## src/rtl/fifo_stream_reader_pkg.sv

```systemverilog
// Shared constants and helpers for the FIFO stream reader.
package fifo_stream_reader_pkg;
   localparam int OCC_W     = 2;   // width of the buffer occupancy count
   localparam int BUF_DEPTH = 2;   // output buffer entries
   localparam int CNT_W     = 16;  // default burst beat counter width

   typedef logic [OCC_W-1:0] occ_t;

   // Words buffered or in flight once the current-cycle fire has left.
   function automatic logic [2:0] credit_after_fire(occ_t occ, logic inflight, logic fire);
      return {1'b0, occ} + {2'b00, inflight} - {2'b00, fire};
   endfunction
endpackage

```

## src/rtl/fifo_stream_reader_if.sv

```systemverilog
// Valid/ready stream carrying data words with a burst-end marker.
interface fifo_stream_reader_if #(
   parameter int DATA_WIDTH = 32
) ();
   logic                  valid;
   logic                  ready;
   logic [DATA_WIDTH-1:0] data;
   logic                  last;

   modport master (output valid, data, last, input ready);
   modport slave  (input valid, data, last, output ready);
endinterface

```

## src/rtl/fifo_stream_reader_skid_buf2.sv

```systemverilog
// Two-entry ordered output buffer (head/tail) that absorbs the RAM read latency.
module fifo_stream_reader_skid_buf2
   import fifo_stream_reader_pkg::*;
#(
   parameter int DATA_WIDTH = 32
) (
   input  logic                  clk_i,
   input  logic                  rst_i,
   input  logic                  clr_i,
   input  logic                  push_i,
   input  logic [DATA_WIDTH-1:0] push_data_i,
   input  logic                  pop_i,
   output logic [DATA_WIDTH-1:0] head_o,
   output occ_t                  occ_o
);
   logic [DATA_WIDTH-1:0] head_q, head_d;
   logic [DATA_WIDTH-1:0] tail_q, tail_d;
   occ_t                  occ_q, occ_d;

   // Next state: push fills the first free slot, pop shifts tail into head.
   always_comb begin
      head_d = head_q;
      tail_d = tail_q;
      occ_d  = occ_q;
      if (clr_i) begin
         occ_d = '0;
      end else begin
         case ({push_i, pop_i})
            2'b10: begin
               if (occ_q == 2'd0) head_d = push_data_i;
               else               tail_d = push_data_i;
               occ_d = occ_q + 2'd1;
            end
            2'b01: begin
               if (occ_q == 2'd2) head_d = tail_q;
               occ_d = occ_q - 2'd1;
            end
            2'b11: begin
               // Occupancy stays put; the new word lands behind whatever remains.
               if (occ_q == 2'd1) begin
                  head_d = push_data_i;
               end else begin
                  head_d = tail_q;
                  tail_d = push_data_i;
               end
            end
            default: ;
         endcase
      end
   end

   // Storage registers.
   always_ff @(posedge clk_i) begin
      if (rst_i) begin
         head_q <= '0;
         tail_q <= '0;
         occ_q  <= '0;
      end else begin
         head_q <= head_d;
         tail_q <= tail_d;
         occ_q  <= occ_d;
      end
   end

   assign head_o = head_q;
   assign occ_o  = occ_q;

   // A capture into a full buffer without a fire would lose a word.
   assert property (@(posedge clk_i) disable iff (rst_i)
      !(occ_q == occ_t'(BUF_DEPTH) && push_i && !pop_i));
endmodule

```

## src/rtl/fifo_stream_reader.sv

```systemverilog
// Drains a 1-cycle-latency FIFO into a valid/ready stream with burst markers.
module fifo_stream_reader
   import fifo_stream_reader_pkg::*;
#(
   parameter int DATA_WIDTH = 32,
   parameter int BURST_LEN  = 16,
   parameter int CNT_BITS   = CNT_W
) (
   input  logic                  clk_i,
   input  logic                  rst_i,
   input  logic                  fifo_empty_i,
   input  logic                  fifo_error_i,
   input  logic [DATA_WIDTH-1:0] fifo_pop_data_i,
   output logic                  fifo_pop_req_o,
   input  logic                  flush_i,
   fifo_stream_reader_if.master  m_if,
   output occ_t                  buf_occ_o,
   output logic                  err_sticky_o
);
   localparam logic [CNT_BITS-1:0] LAST_BEAT =
      (BURST_LEN == 0) ? '0 : CNT_BITS'(BURST_LEN - 1);

   logic                  fire;
   logic                  capture;
   logic                  inflight_q, inflight_d;
   logic                  err_q, err_d;
   logic [CNT_BITS-1:0]   beat_cnt_q, beat_cnt_d;
   logic [DATA_WIDTH-1:0] head;
   occ_t                  occ;

   assign fire = m_if.valid & m_if.ready;

   // A word returning during a flush belongs to the discarded stream, and no
   // pop is issued in the flush cycle, so masking capture by flush_i is the
   // whole discard mechanism.
   assign capture = inflight_q & ~flush_i;

   // Pop only while buffer + in-flight words, after this cycle's fire, leave a
   // free slot. Looking at fire makes ready reach the pop combinationally,
   // which is what keeps the stream at one word per cycle.
   assign fifo_pop_req_o = ~fifo_empty_i & ~flush_i & ~rst_i &
                           (credit_after_fire(occ, inflight_q, fire) < 3'd2);

   assign inflight_d = fifo_pop_req_o;
   assign err_d      = err_q | fifo_error_i;

   // Beat counter advances on each delivered word and restarts on flush.
   always_comb begin
      beat_cnt_d = beat_cnt_q;
      if (flush_i)
         beat_cnt_d = '0;
      else if (fire && BURST_LEN != 0)
         beat_cnt_d = (beat_cnt_q == LAST_BEAT) ? '0 : beat_cnt_q + CNT_BITS'(1);
   end

   // Pop tracking, burst position and sticky error.
   always_ff @(posedge clk_i) begin
      if (rst_i) begin
         inflight_q <= 1'b0;
         beat_cnt_q <= '0;
         err_q      <= 1'b0;
      end else begin
         inflight_q <= inflight_d;
         beat_cnt_q <= beat_cnt_d;
         err_q      <= err_d;
      end
   end

   fifo_stream_reader_skid_buf2 #(.DATA_WIDTH(DATA_WIDTH)) u_buf (
      .clk_i       (clk_i),
      .rst_i       (rst_i),
      .clr_i       (flush_i),
      .push_i      (capture),
      .push_data_i (fifo_pop_data_i),
      .pop_i       (fire),
      .head_o      (head),
      .occ_o       (occ)
   );

   assign m_if.valid   = (occ != '0);
   assign m_if.data    = head;
   assign m_if.last    = m_if.valid & (BURST_LEN != 0) & (beat_cnt_q == LAST_BEAT);
   assign buf_occ_o    = occ;
   assign err_sticky_o = err_q;
endmodule

```

## src/flat_wrapper.sv

```systemverilog
// flat-port wrapper written by rule: the top's interface ports become plain ports
module fifo_stream_reader_flat import fifo_stream_reader_pkg::*;
#(
   parameter int DATA_WIDTH = 32,
   parameter int BURST_LEN  = 16,
   parameter int CNT_BITS   = CNT_W
)
  (clk_i, rst_i, fifo_empty_i, fifo_error_i, fifo_pop_data_i, fifo_pop_req_o, flush_i, buf_occ_o, err_sticky_o, m_if_valid, m_if_data, m_if_last, m_if_ready);
  fifo_stream_reader_if #(.DATA_WIDTH(DATA_WIDTH)) m_if_i ();
  input  logic clk_i;
  input  logic rst_i;
  input  logic fifo_empty_i;
  input  logic fifo_error_i;
  input  logic [DATA_WIDTH-1:0] fifo_pop_data_i;
  output logic fifo_pop_req_o;
  input  logic flush_i;
  output occ_t buf_occ_o;
  output logic err_sticky_o;
  output wire logic [$bits(m_if_i.valid)-1:0] m_if_valid;
  output wire logic [$bits(m_if_i.data)-1:0] m_if_data;
  output wire logic [$bits(m_if_i.last)-1:0] m_if_last;
  input wire logic [$bits(m_if_i.ready)-1:0] m_if_ready;
  assign m_if_valid = m_if_i.valid;
  assign m_if_data = m_if_i.data;
  assign m_if_last = m_if_i.last;
  assign m_if_i.ready = m_if_ready;
  fifo_stream_reader #(.DATA_WIDTH(DATA_WIDTH), .BURST_LEN(BURST_LEN), .CNT_BITS(CNT_BITS)) u_core (.clk_i(clk_i), .rst_i(rst_i), .fifo_empty_i(fifo_empty_i), .fifo_error_i(fifo_error_i), .fifo_pop_data_i(fifo_pop_data_i), .fifo_pop_req_o(fifo_pop_req_o), .flush_i(flush_i), .m_if(m_if_i), .buf_occ_o(buf_occ_o), .err_sticky_o(err_sticky_o));
endmodule
```

## config.mk

```make
export PLATFORM = sky130hd
export DESIGN_NAME = fifo_stream_reader_flat
export DESIGN_NICKNAME = d
export VERILOG_FILES = /design/src/rtl/fifo_stream_reader_pkg.sv /design/src/rtl/fifo_stream_reader_if.sv /design/src/rtl/fifo_stream_reader_skid_buf2.sv /design/src/rtl/fifo_stream_reader.sv /design/src/flat_wrapper.sv
export SDC_FILE = /design/constraint.sdc
export NUM_CORES = 1
export LEC_CHECK = 0
export BUFFER_PORTS_ARGS = -buffer_cell sky130_fd_sc_hd__buf_4
export CAP_MARGIN = 0
export CORE_MARGIN = 5
export CORE_UTILIZATION = 45
export DETAILED_ROUTE_END_ITERATION = 12
export GPL_TIMING_DRIVEN = 0
export PLACE_DENSITY = 0.71
export SLEW_MARGIN = 40
export SYNTH_ARGS = -nofsm -noshare
export SYNTH_HDL_FRONTEND = slang
export SYNTH_SLANG_ARGS = --single-unit
```

## constraint.sdc

```tcl
create_clock -name clk_i -period 2.48 [get_ports clk_i]
set_input_delay 0.124 -clock clk_i [delete_from_list [all_inputs] [get_ports clk_i]]
set_output_delay 0.124 -clock clk_i [all_outputs]
set_load 0.05 [all_outputs]
```

# Word level (Yosys, flattened, before mapping)
# Index checks and enable logic that the tools add are counted.
# op_classes
n_eq_ne,10
order_cmp,1
reduce_logical,8
add_sub_neg,5
n_mux,9
bitwise,10
# op_table
cell,count
$mux 32,5
$pmux 32 s3,1
$pmux 32 s2,1
$add 16x1->16 const B,1
$eq 16x4->1 const B,1
$mux 16,1
$ne 2x2->1 const B,4
$reduce_and 4->1,2
$and 1x1->1,6
$eq 2x2->1 const B,3
$reduce_bool 2->1,3
$eq 2x1->1 const B,2
$pmux 2 s2,1
$add 2x1->3,1
$lt 3x2->1 const B,1
$not 1->1,3
$reduce_bool 3->1,1
$sub 3x1->3,1
$add 2x1->2 const B,1
$logic_not 2->1,1
$reduce_or 2->1,1
$sub 2x1->2 const B,1
$or 1x1->1,1
# word_totals
word_cells,49
reg_bits,84
out_inout_bits,38

# Longest topological paths before layout
# Gate-level depths: netlist of run 1.
# logic_depth
depth_word,5
mapped_depth,12
ltp_nobuf,9

# By module
# A second synthesis of run 1 with hierarchy kept.
# hier_totals
cells_unflattened,479
area_unflattened_um2,4424.2
# by_module_without_submodules
module,instances,area_each_um2,cells_per_inst,seq_area_each_um2
fifo_stream_reader_skid_buf2,1,3487.1,378,1321.3
fifo_stream_reader,1,937.1,101,360.3

# Worst setup path after synthesis of run 1
# Ideal clock, no wire load.
# synth_path
path_kind,register -> output
startpoint,"register u_core.u_buf.occ_q[1], in the netlist u_core.u_buf.occ_o[1]"
endpoint,output port fifo_pop_req_o
setup_slack_ns,-0.658
stages_incl_launch_ff,11
arrival_time_ns,3.014
n_path_buf,1
required_time_ns,2.356
cell_sequence,dfxtp_1 inv_1 ha_1 nand2b_1 buf_2 clkinv_1 ha_1 nand2b_1 fa_1 xnor2_1 and4b_1
# synth_between
elab_chain_len,5
word_cells_on_any_way,6
classes_between,add/sub (2); order compare (1); bitwise (2); reduce/logical (1)
# synth_rtl
item,line_no,text
start: declaration,fifo_stream_reader_skid_buf2.sv:18,"occ_t occ_q, occ_d;"
start signal: assignment,fifo_stream_reader_skid_buf2.sv:57,occ_q <= '0;
start signal: assignment,fifo_stream_reader_skid_buf2.sv:61,occ_q <= occ_d;
$reduce_bool 2->1,fifo_stream_reader.sv:80,assign m_if.valid = (occ != '0);
$and 1x1->1,fifo_stream_reader.sv:31,assign fire = m_if.valid & m_if.ready;
net u_core.fire,fifo_stream_reader.sv:23,logic fire;
$sub 3x1->3,fifo_stream_reader_pkg.sv:11,"return {1'b0, occ} + {2'b00, inflight} - {2'b00, fire};"
$lt 3x2->1,fifo_stream_reader.sv:42,"(credit_after_fire(occ, inflight_q, fire) < 3'd2);"
$and 1x1->1,fifo_stream_reader.sv:41,assign fifo_pop_req_o = ~fifo_empty_i & ~flush_i & ~rst_i &
end: declaration,flat_wrapper.sv:15,output logic fifo_pop_req_o;
# The timed path passes the listed nets, and every way through them passes these cells.

# Worst setup path after layout of run 1
# layout_path
startpoint,"register u_core.u_buf.occ_q[0], in the netlist u_core.u_buf.occ_o[0]"
endpoint,output port fifo_pop_req_o
# The elaborated chain is that of the path after synthesis.

==> results of run 1 <==
[power groups by stage]
stage                     combinational [mW]  clock, mW  sequential (mW)
after floorplan                        0.109          0             1.50
after global placement                 0.307          0             1.43
after detailed placement               0.310          0             1.43
after CTS                              0.363       1.07             1.40
after global routing                   0.402       1.12             1.40
final                                  0.379       1.05             1.40
[metal layers]
metal / up-vias / GRT usage (%)
li1: 1657 / -
met1: 1657 / 22.81
met2: 95 / 36.07
met3: 17 / 5.143
met4: 0 / 6.816
met5: - / 0
[cells in the mapped netlist (all sizes together)]
library cell	number
nor2	52
a21oi	35
dfxtp	84
a221oi	32
o211ai	1
a2111oi	1
o21a	1
clkinv	1
o211a	1
nor3	37
o21ai	1
xor2	2
inv	8
xnor2	15
nand2b	3
nand4b	2
nand3	4
and4b	2
nand2	72
nor2b	3
ha	9
fa	1
or4	5
clkbuf	23
buf	6
a31o	1
nor4	7
nand4	4
[flip-flops by register name (all words and copies together), names as in the netlist]
signal and flops:
u_core.inflight_q 1, u_core.u_buf.occ_o 2, u_core.u_buf.head_o 32, u_core.beat_cnt_q 16, u_core.err_sticky_o 1, u_core.u_buf.tail_q 32
[repair_timing]
item	4_1_cts	5_1_grt
setup endpoints to repair	32	63
pin swaps	34	4
resized for setup	65	20
hold endpoints to repair	3	0
cloned	3	0
hold buffers	2	0
buffers inserted	11	3
[worst max-delay path, delay by kind of cell, from the launching register on]
family | cells | cell delay [ns]
xor+xnor | 1 | 0.16
fa+ha+maj | 3 | 0.68
buf+inv | 3 | 0.27
flops | 1 | 0.36
simple gates | 3 | 0.55
[layout make-up]
class	instances	area (um^2)	area share, %
tap	102	127.6	2.526
timing repair buffer	93	740.7	14.66
inverter	9	51.30	1.015
multi-input combinational	291	2014	39.87
sequential	84	1689	33.43
clock inverter	4	55.05	1.090
buffer	28	211.5	4.185
clock buffer	11	162.7	3.219
[cell families (layout without fill, tap and decap cells)]
logic type | count (synthesis) | after routing | share of synthesized area [%]
AO/OA/AOI/OAI | 73 | 73 | 14.74
XOR/XNOR | 17 | 17 | 4.268
adder cells (fa/ha/maj) | 10 | 10 | 3.802
buffers and inverters | 38 | 145 | 4.447
flip-flops | 84 | 84 | 48.21
AND/OR/NAND/NOR | 191 | 191 | 24.53
[per-stage QoR]
step,TNS (ns),utilization (%),total power [mW],hold WS [ns],setup slack (ns)
after CTS,-0.3970,64.77,2.832,0.006441,-0.09467
final,-0.02083,66.07,2.826,0.02617,-0.02083
after global routing,-0.6693,66.07,2.920,0.01031,-0.1220
after floorplan,0,-,1.612,0.1916,0.01721
after detailed placement,-11.80,55.14,1.737,0.3415,-0.4316
after global placement,-8.211,55.14,1.734,0.3386,-0.2944
[worst paths after layout]
kind                                 from                 endpoint  cells after the start
setup / recovery    u_core.u_buf.occ_o[0]           fifo_pop_req_o                     10
hold / removal        fifo_pop_data_i[19]  u_core.u_buf.tail_q[19]                      3
setup reg to reg    u_core.u_buf.occ_o[1]   u_core.u_buf.head_o[0]                     11
hold reg to reg   u_core.u_buf.tail_q[19]  u_core.u_buf.tail_q[19]                      2
==> impl_metrics.json, run 1 <==
{
  "drive_above_1_share_pct": 34.62,
  "htreeDepth": 3,
  "initial_core_util_pct": 45.62,
  "grt_pass1_wl_mm": 15.83,
  "dp_hpwl_mm": 6.405,
  "highest_layer": "met4",
  "max-slew-margin-rel_pct": 63.01,
  "grt_max_degree": 15,
  "cp_max_fo": 3,
  "cts_root_buffer": "clkbuf_8",
  "tritoncts": "built",
  "fmax_ghz": 0.3999,
  "switchingPower_uw": 745.5,
  "hold_viol_final": 0,
  "die_x_um": 98.05,
  "rrSetupSlack_ns": 0.03,
  "final_area_mm2": 0.005052,
  "syn_to_final_growth_pct": 44.84,
  "netSwitchingFraction_pct": 26.38,
  "io_buffers": 74,
  "worst_setup_path_start_kind": "register",
  "violations": "negative setup slack",
  "rsz0062_at_grt": "yes",
  "critical_path_required_ns": 2.36,
  "holdCritPathClass": "input port to register",
  "p_seq_share_pct": 49.4,
  "yosysTopAreaCell": "dfxtp_1",
  "synth.top_cell.area_share_pct": 48.21,
  "slew_violations": 0,
  "via_per_inst": 5.508,
  "leakage_nw": 1.893,
  "synthesis.area_mm2": 0.003488,
  "drc_errors": 0,
  "synth-seq-area-share_pct": 48.21,
  "setup_ws_ns": -0.02083,
  "dr_wl_met2_mm": 5.269,
  "place_area_mm2": 0.004217,
  "crit_slowest_cell": "dfxtp_4",
  "cts-buffers-inserted": 9,
  "cts.sinks": 84,
  "io_pins": 76,
  "wl_met1_mm": 4.101,
  "met3_length_um": 529,
  "status": "finished, violations left",
  "p_comb_share_pct": 13.4,
  "timing.final.crit_share_pct": 100.8,
  "dieArea_mm2": 0.009613,
  "antenna_found_initial": 0,
  "setup_violations": 1,
  "ir_drop_mv": 0.3296,
  "drtIter0Drc": 154,
  "fin_crit_ns": 2.501,
  "maxCapViolCount": 0,
  "die_h_um": 98.05,
  "worst_slew_pin_slew_ns": 0.5549,
  "num_vias": 3426,
  "core_area_mm2": 0.007647,
  "slowest_delay_ns": 0.36,
  "wire_per_inst_um": 16.24,
  "fill_cells": 612,
  "path_clk_slew_ns": 0.09,
  "grt_pass1_vias": 3433,
  "antenna_cells": 0,
  "cellPowerDensity_mw_per_mm2": 559.4,
  "p_clk_share_pct": 37.2,
  "final_cell_mix": "87 x buf_4, 82 x dfxtp_1, 72 x nand2_1",
  "fin_skew_ns": 0.007639,
  "final_cells": 622,
  "nets": 564,
  "routabilityCongestion": 0.8188,
  "fp-row-count": 32,
  "synth.distinct_cells": 31,
  "insertion_delay_ns": 0.35,
  "ys_ff_latch": 84,
  "placed_cells": 589,
  "cp-end-kind": "output port",
  "path_class": "register to output port",
  "path_cells": "inv_4 > ha_4 > nand2b_4 > clkinv_8 > ha_4 > nand2b_4 > fa_2 > xnor2_2 > and4b_2 > buf_8",
  "syn_area_per_cell_um2": 8.446,
  "grtUsageTotal_pct": 19.99,
  "synth_area_leaders": "dfxtp_1 48%, a221oi_1 8.0%, nand2_1 7.7%, nor2_1 5.6%, nor3_1 5.3%",
  "first_pass_iters": 4,
  "wirelength_mm": 10.10,
  "ant_nets": 0,
  "grt_overflow": 0,
  "syn_nets": 461,
  "yosysWarnings": 0,
  "syn_inst": 413,
  "final_common_cell": "buf_4",
  "p_int_mw": 2.081,
  "critPathArrivalTime_ns": 2.38,
  "clockBufferDepth": 2
}
(Power assumes the default switching activity.)
==> run 2, diff against run 1 <==
Settings changed: CTS_CLUSTER_DIAMETER set to 50, PLACE_DENSITY 0.71 to 0.68.
Clock period 2.48 ns to 3.1 ns, I/O delays scaled along.
==> run 2 against run 1 <==
The flow now finishes without violations. Clock power shrank 19%. Routed wire length shrank 14%. Final cell count shrank 2.7%. Clock-buffer cell count shrank 1. Global-route usage shrank 1.6 points. Critical path depth grew 1. Register-to-register slack gained 0.25 ns. Sequential share of layout area grew 4.7 points. Utilization shrank 8.3 points. Final area shrank 13%. Critical endpoint unchanged. Highest routed layer unchanged.
==> impl_metrics.json, run 2 (same netlist as run 1, synthesis figures left out) <==
{
  "final_cells": 605,
  "cp_max_fo": 10,
  "p_comb_share_pct": 11.2,
  "holdCritPathClass": "input port to register",
  "final_area_mm2": 0.004419,
  "slew_violations": 0,
  "io_pins": 76,
  "fp-row-count": 32,
  "grt_pass1_wl_mm": 14.57,
  "final_common_cell": "dfxtp_1",
  "dp_hpwl_mm": 6.141,
  "place_area_mm2": 0.004180,
  "setup_violations": 0,
  "cp-end-kind": "output port",
  "cts-buffers-inserted": 9,
  "antenna_found_initial": 0,
  "critPathArrivalTime_ns": 2.77,
  "nets": 546,
  "startpoint": "u_core.u_buf.occ_o[1]",
  "grtUsageTotal_pct": 18.37,
  "rsz0062_at_grt": "no",
  "ff_latch_area_mm2": 0.001684,
  "setup_ws_ns": 0.1748,
  "drtIter0Drc": 187,
  "routabilityCongestion": 0.8547,
  "clockBufferDepth": 2,
  "critical_path_required_ns": 2.94,
  "timing.final.crit_share_pct": 94.36,
  "rrSetupSlack_ns": 0.28,
  "placed_cells": 589,
  "cellPowerDensity_mw_per_mm2": 502.2,
  "die_h_um": 98.05,
  "path_clk_slew_ns": 0.08,
  "rr_worst_depth": 11,
  "grt_max_degree": 15,
  "switchingPower_uw": 570.6,
  "min_from": "flush_i",
  "leakage_nw": 1.642,
  "netSwitchingFraction_pct": 25.71,
  "final_cell_mix": "82 x dfxtp_1, 74 x buf_4, 72 x nand2_1",
  "io_buffers": 74,
  "path_class": "register to output port",
  "hold_depth": 2,
  "p_seq_share_pct": 50.3,
  "worst_setup_path_start_kind": "register",
  "whs_ns": 0.02324,
  "grt_pass1_vias": 3089,
  "ant_nets": 0,
  "r2r_end": "u_core.u_buf.head_o[30]",
  "fmax_ghz": 0.3419,
  "cts_hold_repair.buffers": 0,
  "htreeDepth": 3,
  "tritoncts": "built",
  "whs_endpoint": "u_core.u_buf.occ_o[0]",
  "drc_errors": 0,
  "dieArea_mm2": 0.009613,
  "fin_crit_ns": 2.925,
  "via_per_inst": 5.312,
  "fin_skew_ns": 0.01035,
  "syn_to_final_growth_pct": 26.69,
  "ir_drop_mv": 0.2552,
  "insertion_delay_ns": 0.35,
  "final_core_util_pct": 57.79,
  "initial_core_util_pct": 45.62,
  "grt_overflow": 0,
  "cts.sinks": 84,
  "antenna_cells": 0,
  "die_x_um": 98.05,
  "multiInputGateArea_mm2": 0.001670,
  "first_pass_iters": 4,
  "r2r-start": "u_core.u_buf.occ_o[1]",
  "status": "complete, no violations",
  "worst_slew_pin_slew_ns": 0.5486,
  "num_vias": 3214,
  "dp_slack_ns": -0.1447,
  "p_int_mw": 1.649,
  "p_clk_share_pct": 38.5,
  "hold_viol_final": 0,
  "core_area_mm2": 0.007647,
  "tns_ns": 0,
  "fill_cells": 710,
  "cts_root_buffer": "clkbuf_8",
  "wirelength_mm": 8.710,
  "max-slew-margin-rel_pct": 63.12,
  "wire_per_inst_um": 14.40,
  "power_mw": 2.219,
  "maxCapViolCount": 0,
  "drive_above_1_share_pct": 20.48
}
-- run 2: cell types whose count changed in the layout (fill, tap and decap cells not counted), sizes merged --
cell,change
clkinvlp,-1
clkbuf,-1
buf,-16
bufinv,+1
dlygate4sd3,-2
clkinv,+2
-- run 2: power groups by stage --
stage	combinational (mW)	clock, mW	sequential [mW]
floorplan	0.0839	0	1.20
global placement	0.244	0	1.14
detailed placement	0.246	0	1.14
CTS	0.248	0.871	1.12
global route	0.269	0.924	1.12
finish	0.248	0.854	1.12
-- run 2: area by class of cell --
type                    count  area share [%]
flip-flops and latches     84           38.11
clock buffers              10           2.888
inverters                   9          0.8777
well taps                 102           2.888
clock inverters             6           1.982
repair buffers             74           12.57
plain buffers              29           2.888
multi-input cells         291           37.80
-- run 2: timing repair --
action / in CTS / in global routing
cloned: 0 / 0
setup endpoints to repair: 31 / 4
setup buffers: 0 / 0
gates resized for setup: 4 / 3
-- run 2: how the worst max path moves through the flow --
stage	to	slack (ns)	cells past startpoint
after floorplan	fifo_pop_req_o	0.16	10
after global placement	u_core.u_buf.head_o[29]	-0.18	11
after detailed placement	u_core.u_buf.head_o[4]	-0.14	12
after CTS	fifo_pop_req_o	0.06	11
after global routing	fifo_pop_req_o	0.004	11
final	fifo_pop_req_o	0.17	11
-- run 2: per-layer routing --
metal	GRT usage (%)	vias up	routed length, um
li1	-	1611	-
met1	24.60	1500	4005
met2	28.48	94	4121
met3	3.857	9	468
met4	8.307	0	115
met5	0	-	0
-- run 2: critical path: stages (launching register included) --
cell	delay, ns
dfxtp_2	0.37
inv_1	0.12
ha_4	0.18
nand2b_1	0.13
buf_6	0.16
clkinv_4	0.10
ha_1	0.27
nand2b_1	0.15
fa_1	0.38
xnor2_1	0.16
and4b_1	0.20
buf_4	0.19
==> run 3, diff against run 2 <==
Settings changed: CORE_MARGIN 5 to not set, HOLD_SLACK_MARGIN set to 0.15.
==> run 3 against run 2 <==
Critical path depth stayed put. Clock skew grew 0.0024 ns. Worst setup slack lost 0.0069 ns. Sequential power about the same. Clock power up 13%. Die area down 16%. Global-route usage increased by 4.2 points. Worst hold slack improved by 0.23 ns. Highest routed layer unchanged. Sequential cell count did not move. Largest power group unchanged. Clock-buffer cell count decreased by 1. Routed wire length is 2.3% higher.
==> impl_metrics.json, run 3 (same netlist as run 1, synthesis figures left out) <==
{
  "switchingPower_uw": 602.1,
  "p_int_mw": 1.762,
  "initial_core_util_pct": 47.33,
  "rr_worst_depth": 12,
  "syn_to_final_growth_pct": 37.55,
  "worst_setup_path_start_kind": "register",
  "clockBufferDepth": 2,
  "fin_skew_ns": 0.01277,
  "final_common_cell": "dfxtp_1",
  "holdCritPathClass": "input port to register",
  "hold_depth": 5,
  "p_clk_share_pct": 40.7,
  "insertion_delay_ns": 0.36,
  "post_cts_buffers": 0,
  "core_area_mm2": 0.007370,
  "dp_hpwl_mm": 5.975,
  "cellPowerDensity_mw_per_mm2": 492.8,
  "max-slew-margin-rel_pct": 57.00,
  "leakage_nw": 1.797,
  "cts.sinks": 84,
  "wirelength_mm": 8.913,
  "cts_root_buffer": "clkbuf_8",
  "drtIter0Drc": 183,
  "wire_per_inst_um": 13.99,
  "multiInputGateArea_mm2": 0.001670,
  "grt_pass1_wl_mm": 15.01,
  "ff_latch_area_mm2": 0.001684,
  "fill_cells": 650,
  "cp-end-kind": "output port",
  "num_vias": 3389,
  "critPathArrivalTime_ns": 2.78,
  "fin_crit_ns": 2.932,
  "routabilityCongestion": 0.7704,
  "cts-buffers-inserted": 9,
  "timing.final.crit_share_pct": 94.58,
  "io_pins": 76,
  "htreeDepth": 3,
  "nets": 581,
  "hold_viol_final": 0,
  "grtUsageTotal_pct": 22.60,
  "drc_errors": 0,
  "final_area_mm2": 0.004798,
  "slew_violations": 0,
  "grt_max_degree": 16,
  "ir_drop_mv": 0.2676,
  "setup_violations": 0,
  "maxCapViolCount": 0,
  "grt_pass1_vias": 3131,
  "setup_ws_ns": 0.1679,
  "status": "complete, no violations",
  "antenna_cells": 0,
  "dieArea_mm2": 0.008108,
  "ant_nets": 0,
  "fmax_ghz": 0.3411,
  "rsz0062_at_grt": "no",
  "io_buffers": 74,
  "netSwitchingFraction_pct": 25.46,
  "p_seq_share_pct": 47.3,
  "cp_max_fo": 10,
  "tns_ns": 0,
  "die_h_um": 90.05,
  "antenna_found_initial": 0,
  "grt_overflow": 0,
  "dp_slack_ns": -0.2301,
  "path_class": "register to output port",
  "final_core_util_pct": 65.11,
  "die_x_um": 90.05,
  "via_per_inst": 5.320,
  "drive_above_1_share_pct": 19.14,
  "fp-row-count": 31,
  "critical_path_required_ns": 2.94,
  "first_pass_iters": 5,
  "worst_slew_pin_slew_ns": 0.6390,
  "path_clk_slew_ns": 0.09,
  "place_area_mm2": 0.004177,
  "final_cell_mix": "82 x dfxtp_1, 74 x buf_4, 72 x nand2_1",
  "tritoncts": "built",
  "p_comb_share_pct": 12.0
}
run 3: cell types whose count changed in the layout (fill, tap and decap cells not counted):
cell | previous run | this run
clkinvlp_4 | 0 | 1
clkbuf_1 | 24 | 23
inv_2 | 1 | 0
bufinv_16 | 2 | 3
dlygate4sd3_1 | 0 | 35
clkinv_4 | 2 | 3
inv_1 | 7 | 8
clkinv_2 | 2 | 0
run 3: repair_timing:
action / CTS / global route
pin swaps: 0 / 0
endpoints found under the hold margin: 48 / 0
setup endpoints to repair: 31 / 9
gates resized for setup: 4 / 2
hold buffers: 35 / 0
run 3: worst paths after layout:
path / slack [ns] / end / startpoint
worst max-delay path: 0.17 / fifo_pop_req_o / u_core.u_buf.occ_o[1]
worst min-delay path: 0.25 / u_core.beat_cnt_q[14] / m_if_ready
worst max register to register: 0.17 / u_core.u_buf.head_o[12] / u_core.u_buf.occ_o[1]
worst min register to register: 0.46 / u_core.u_buf.tail_q[0] / u_core.u_buf.tail_q[0]
run 3: power by group through the flow:
stage / sequential (mW) / clock (mW) / combinational (mW)
finish: 1.12 / 0.963 / 0.284
global route: 1.12 / 1.02 / 0.304
CTS: 1.12 / 0.977 / 0.282
detailed placement: 1.14 / 0 / 0.245
global placement: 1.14 / 0 / 0.242
floorplan: 1.20 / 0 / 0.0839
run 3: area by class of cell:
cell class              instances  area share [%]
clock inverters                 7           2.581
repair buffers                109           18.88
plain buffers                  29           2.660
clock buffers                   9           2.581
multi-input cells             291           34.81
flip-flops and latches         84           35.10
well taps                      99           2.581
inverters                       9          0.8083
run 3: critical path: stages, from the launching register on:
cell	delay (ns)
dfxtp_2	0.37
inv_1	0.11
ha_4	0.18
nand2b_1	0.13
buf_6	0.16
clkinv_4	0.11
ha_1	0.28
nand2b_1	0.15
fa_1	0.38
xnor2_1	0.16
and4b_1	0.20
buf_4	0.19
run 3: through the flow:
stage               instances  hold slack [ns]  power, mW
global route              637           0.2570      2.448
floorplan                 413           0.2249      1.287
CTS                       637           0.2374      2.377
finish                    637           0.2511      2.365
detailed placement        586           0.3797      1.387
global placement          586           0.3658      1.384
run 3: layer usage:
| layer | part of all wire (%) | vias up | routed length [um] | global-route usage [%] |
|---|---|---|---|---|
| li1 | - | 1684 | - | - |
| met2 | 47 | 90 | 4232 | 35.88 |
| met5 | 0 | - | 0 | 0 |
| met3 | 4.3 | 11 | 385 | 3.384 |
| met4 | 1.7 | 0 | 153 | 9.274 |
| met1 | 46 | 1604 | 4142 | 30.69 |
